File: src/rtl/load_use_hazard_ctrl.sv
// Pipeline hazard controller: load-use stall, branch/JAL redirect and memory-wait freeze
// for a 5-stage in-order core, with saturating stall/redirect event counters.
module load_use_hazard_ctrl (
    input  logic        clk,
    input  logic        rst,
    input  logic        id_valid,
    input  logic [4:0]  id_rs1,
    input  logic [4:0]  id_rs2,
    input  logic        fmt_r,
    input  logic        fmt_i,
    input  logic        fmt_s,
    input  logic        fmt_sb,
    input  logic        fmt_u,
    input  logic        fmt_uj,
    input  logic        ex_load,
    input  logic [4:0]  ex_rd,
    input  logic        br_taken,
    input  logic        mem_busy,
    output logic        pc_we,
    output logic        ifid_we,
    output logic        ifid_flush,
    output logic        idex_flush,
    output logic [1:0]  pc_sel,
    output logic [15:0] stall_cnt,
    output logic [15:0] flush_cnt,
    output logic [1:0]  state
);

    localparam int unsigned REG_W = 5;
    localparam int unsigned CNT_W = 16;
    localparam int unsigned SEL_W = 2;
    localparam int unsigned ST_W  = 2;

    localparam logic [ST_W-1:0]  ST_INIT    = 2'b00;
    localparam logic [ST_W-1:0]  ST_RUN     = 2'b01;
    localparam logic [ST_W-1:0]  ST_MEMWAIT = 2'b10;

    localparam logic [SEL_W-1:0] SEL_PC4    = 2'b00;
    localparam logic [SEL_W-1:0] SEL_BRANCH = 2'b01;
    localparam logic [SEL_W-1:0] SEL_JAL    = 2'b10;

    localparam logic [REG_W-1:0] REG_ZERO   = '0;
    localparam logic [CNT_W-1:0] CNT_MAX    = '1;

    logic [ST_W-1:0] nextState;
    logic            rs1Used;
    logic            rs2Used;
    logic            loadUse;
    logic            jalInId;
    logic            stallInc;
    logic            flushInc;

    // U-type reads no source registers; the flag only completes the format vector.
    logic            unusedFmtU;
    assign unusedFmtU = fmt_u;

    // Source-usage decode and hazard detection; x0 is never a real dependency.
    assign rs1Used = fmt_r | fmt_i | fmt_s | fmt_sb;
    assign rs2Used = fmt_r | fmt_s | fmt_sb;
    assign loadUse = id_valid & ex_load & (ex_rd != REG_ZERO)
                   & ((rs1Used & (id_rs1 == ex_rd)) | (rs2Used & (id_rs2 == ex_rd)));
    assign jalInId = id_valid & fmt_uj;

    // State register
    always_ff @(posedge clk or posedge rst) begin
        if (rst) begin
            state <= ST_INIT;
        end else begin
            state <= nextState;
        end
    end

    // Next-state logic; the unused encoding falls back to INIT
    always_comb begin
        nextState = ST_INIT;
        case (state)
            ST_INIT:    nextState = ST_RUN;
            ST_RUN:     nextState = mem_busy ? ST_MEMWAIT : ST_RUN;
            ST_MEMWAIT: nextState = mem_busy ? ST_MEMWAIT : ST_RUN;
            default:    nextState = ST_INIT;
        endcase
    end

    // Mealy outputs; MEMWAIT with memory ready resolves exactly like RUN
    always_comb begin
        pc_we      = 1'b0;
        ifid_we    = 1'b0;
        ifid_flush = 1'b1;
        idex_flush = 1'b1;
        pc_sel     = SEL_PC4;
        stallInc   = 1'b0;
        flushInc   = 1'b0;
        case (state)
            ST_RUN, ST_MEMWAIT: begin
                if (mem_busy) begin
                    ifid_flush = 1'b0;
                    idex_flush = 1'b0;
                    stallInc   = 1'b1;
                end else if (br_taken) begin
                    pc_we      = 1'b1;
                    ifid_we    = 1'b1;
                    pc_sel     = SEL_BRANCH;
                    flushInc   = 1'b1;
                end else if (loadUse) begin
                    ifid_flush = 1'b0;
                    stallInc   = 1'b1;
                end else if (jalInId) begin
                    pc_we      = 1'b1;
                    ifid_we    = 1'b1;
                    idex_flush = 1'b0;
                    pc_sel     = SEL_JAL;
                    flushInc   = 1'b1;
                end else begin
                    pc_we      = 1'b1;
                    ifid_we    = 1'b1;
                    ifid_flush = 1'b0;
                    idex_flush = 1'b0;
                end
            end
            default: ;
        endcase
    end

    // Saturating event counters
    always_ff @(posedge clk or posedge rst) begin
        if (rst) begin
            stall_cnt <= '0;
            flush_cnt <= '0;
        end else begin
            if (stallInc && (stall_cnt != CNT_MAX)) begin
                stall_cnt <= stall_cnt + CNT_W'(1);
            end
            if (flushInc && (flush_cnt != CNT_MAX)) begin
                flush_cnt <= flush_cnt + CNT_W'(1);
            end
        end
    end

endmodule

File: config.mk
export PLATFORM = sky130hd
export DESIGN_NAME = load_use_hazard_ctrl
export DESIGN_NICKNAME = d
export VERILOG_FILES = /design/src/rtl/load_use_hazard_ctrl.sv
export SDC_FILE = /design/constraint.sdc
export NUM_CORES = 1
export LEC_CHECK = 0
export BUFFER_PORTS_ARGS = -buffer_cell sky130_fd_sc_hd__buf_2
export CORE_ASPECT_RATIO = 0.8
export CORE_MARGIN = 5
export CORE_UTILIZATION = 30
export CTS_BUF_LIST = sky130_fd_sc_hd__clkbuf_16
export DETAILED_ROUTE_END_ITERATION = 12
export GPL_ROUTABILITY_DRIVEN = 0
export PLACE_DENSITY = 0.55
export SLEW_MARGIN = 20
export SYNTH_ARGS = -nofsm -noshare
export SYNTH_HDL_FRONTEND = slang
export SYNTH_SLANG_ARGS = --single-unit
File: constraint.sdc
create_clock -name clk -period 4.45 [get_ports clk]
set_clock_uncertainty 0.15 [all_clocks]
set_input_delay 0.445 -clock clk [delete_from_list [all_inputs] [get_ports clk]]
set_output_delay 0.445 -clock clk [all_outputs]
set_load 0.03 [all_outputs]
==> results.md <==
- Status: completed
- CTS HTree Levels: 2
- Reg area: around 850 sq um
- WP data required: 3.86 ns
- Minimum clock period after layout: 2.80 ns
- Routed WL per cell: 14.5 um
- DR vias: 1631
- Maximum VDD drop: 163 uV
- Layout Nets: between 200 and 300
- Period Utilization, post-route: 63.0%
- Pre-Repair DR Iteration Count: 4
- Routed Antenna Nets: 0
- IO buf count: 65
- Worst skew pair latency: 0.27 ns
- Synth Register Bits: 34
- Initial antenna violation count: 0
- Worst-Margin Slew: 0.698 ns
- Distinct cell type count after synthesis: 43
- Die Ht: 83.1 um
- Number of global-route vias before repair: 1621
- Post-synth ARST share: 100%
- Die area: 8420 sq um
- Drc violations: 0
- Initial core utilization: 31.1%
- Final hold vios: 0
- Largest area contributor in the netlist: dfrtp_1
- Mapped Nets: 219
- Last element of the critical path: pc_we
- Startpoint class of the critical path: input pin
- Rel. slew slack: 53.3%
- TNS Setup: 0 ns
- RSZ-0062 raised after global routing: false
- Sequential area share after synthesis: between 40% and 50%
- Synth Instances: 188
- Worst reg2reg path endpoint: stall_cnt[1]
- Synth Cell Area: ~2000 sq um
- Most frequent cells in the layout: 65 x buf_2, 34 x dfrtp_1, 22 x xor2_1, 16 x nand4_1, 14 x xnor2_1
- Hold Crit Class: in -> async
- Clk buf depth: 2
- Largest net degree at the start of global routing: 35
- Area of the multi-input gates: approximately 1100 sq um
- LEAKAGE: between 1 and 1.5 nW
- Dominant cells by area after synthesis: dfrtp_1 43%, xor2_1 9.6%, xnor2_1 6.1%
- Clk pin slew, worst setup/hold paths: 0.05 ns
- Placed Cells: roughly 330
- Commonest non-fill, non-tap cell in the layout: buf_2
- First-pass GRT wire length: 8380 um
- 1st-iter DRT viols: 54
- Synth warnings: 0
- Top_reg_cell synth: dfrtp_1
- R2r startpoint: stall_cnt[0]
- Highest clock rate: 357 MHz
- Max-slew violations: 0
- Critical path arrival: 2.21 ns
- R2R setup slack: 1.96 ns
- Reg2reg path depth: 6
- Worst-path fanout max: 16
- Hold buffer count at CTS: 0
- Via density: 4.78
- Synth top area share: 42.5%
- Pwr/cell area: around 510 nW/um^2
- Die width: just over 100 um
- Setup CP Type: in -> out
- CTS tree: built
- Top Ports: 67
- CP startpoint: ex_rd[2]
- Core area: 6440 sq um
- HPWL Detailed: 3830 um
- Remaining Overflow, GRT: 0
- CTS buffer count: 5
- Fin cells: 341
- Filler cells: roughly 670
- Max-cap violations: 0
- GRT Overall Usage: 12.3%
- Root Driver: clkbuf_16
- ANT cells: 0
- Total wire length: 4940 um
- Post-cts sizing count: 0
- EDFF count, synth: 0
- Row count: 26
- Synthesis-to-layout area growth: 26.7%
- Post-CTS Setup Repair Bufs: 0
- Crit end category: primary output
- Share of layout cells above drive strength 1: 35.4%
- Sink Count: 34
- Setup-failing EPs final: 0
- Synthesized area per cell: 10.6 sq um
registers in the layout (all words and copies together), names as in the netlist:
signal     cells
state          2
stall_cnt     16
flush_cnt     16
logic make-up (layout without fill, tap and decap cells):
group	Yosys count	in the layout	synth area share, %
xor gates and xnor gates	36	36	15.7
adders and majority gates	4	4	2.50
and+or+nand+nor	90	90	28.7
DFF	34	34	42.5
AOI/OAI and AO/OA	9	9	4.87
buffers and inverters	10	79	2.87
muxes	5	5	2.81
metrics by stage:
step	setup slack, ns	total power, mW	util, %	hold slack, ns	instance area, sq um
after floorplan	1.55	0.828	-	0.437	2000
after global placement	1.59	0.966	37.3	0.338	2400
after detailed placement	1.59	0.974	37.3	0.336	2400
after CTS	1.59	1.30	39.4	0.138	2540
after global routing	1.45	1.37	39.4	0.184	2540
final	1.65	1.28	39.4	0.118	2540
Yosys cell counts (all sizes together) (2+ instances only):
cell    instances
dfrtp          34
nand2b          3
nor4            8
nor2           13
o21ai           2
nand3          10
nand4          17
xor2           22
buf             4
xnor2          14
nor3           11
and2            2
and3            5
mux2            5
or4             2
inv             5
nand2          12
ha              4
worst min path at each step:
stage                    to  slack [ns]  cells past startpoint
3_3_place_gp   flush_cnt[6]        0.34                      1
6_report           state[0]        0.12                      3
3_5_place_dp   flush_cnt[6]        0.34                      1
2_1_floorplan  flush_cnt[0]        0.44                      1
5_1_grt            state[0]        0.18                      3
4_1_cts        flush_cnt[0]        0.14                      3
metal layers:
layer	share of wire (%)	track usage, %	routed length [um]
met4	0.77	3.26	38
met1	47	17.7	2340
met2	46	18.7	2260
met5	0	0	0
met3	6.2	2.35	306
final cells by class:
class,instances,area share [%]
Multi-Input combinational cell,144,43.1
Tap cell,84,4.14
Timing Repair Buffer,66,13.1
Sequential cell,34,33.5
Clock buffer,5,4.93
Inverter,5,0.740
Clock inverter,3,0.444
power by group:
part | switching, mW | internal [mW] | total, mW
Combinational | 0.353 | 0.169 | 0.522
Sequential | 0.0743 | 0.367 | 0.441
Clock | 0.121 | 0.201 | 0.322
worst max-delay path: stages:
cell	delay, ns
buf_2	0.12
xor2_1	0.17
nor4_2	0.29
a22oi_2	0.20
nor3_4	0.62
nor2_1	0.15
buf_2	0.22
(Power assumes the default switching activity.)
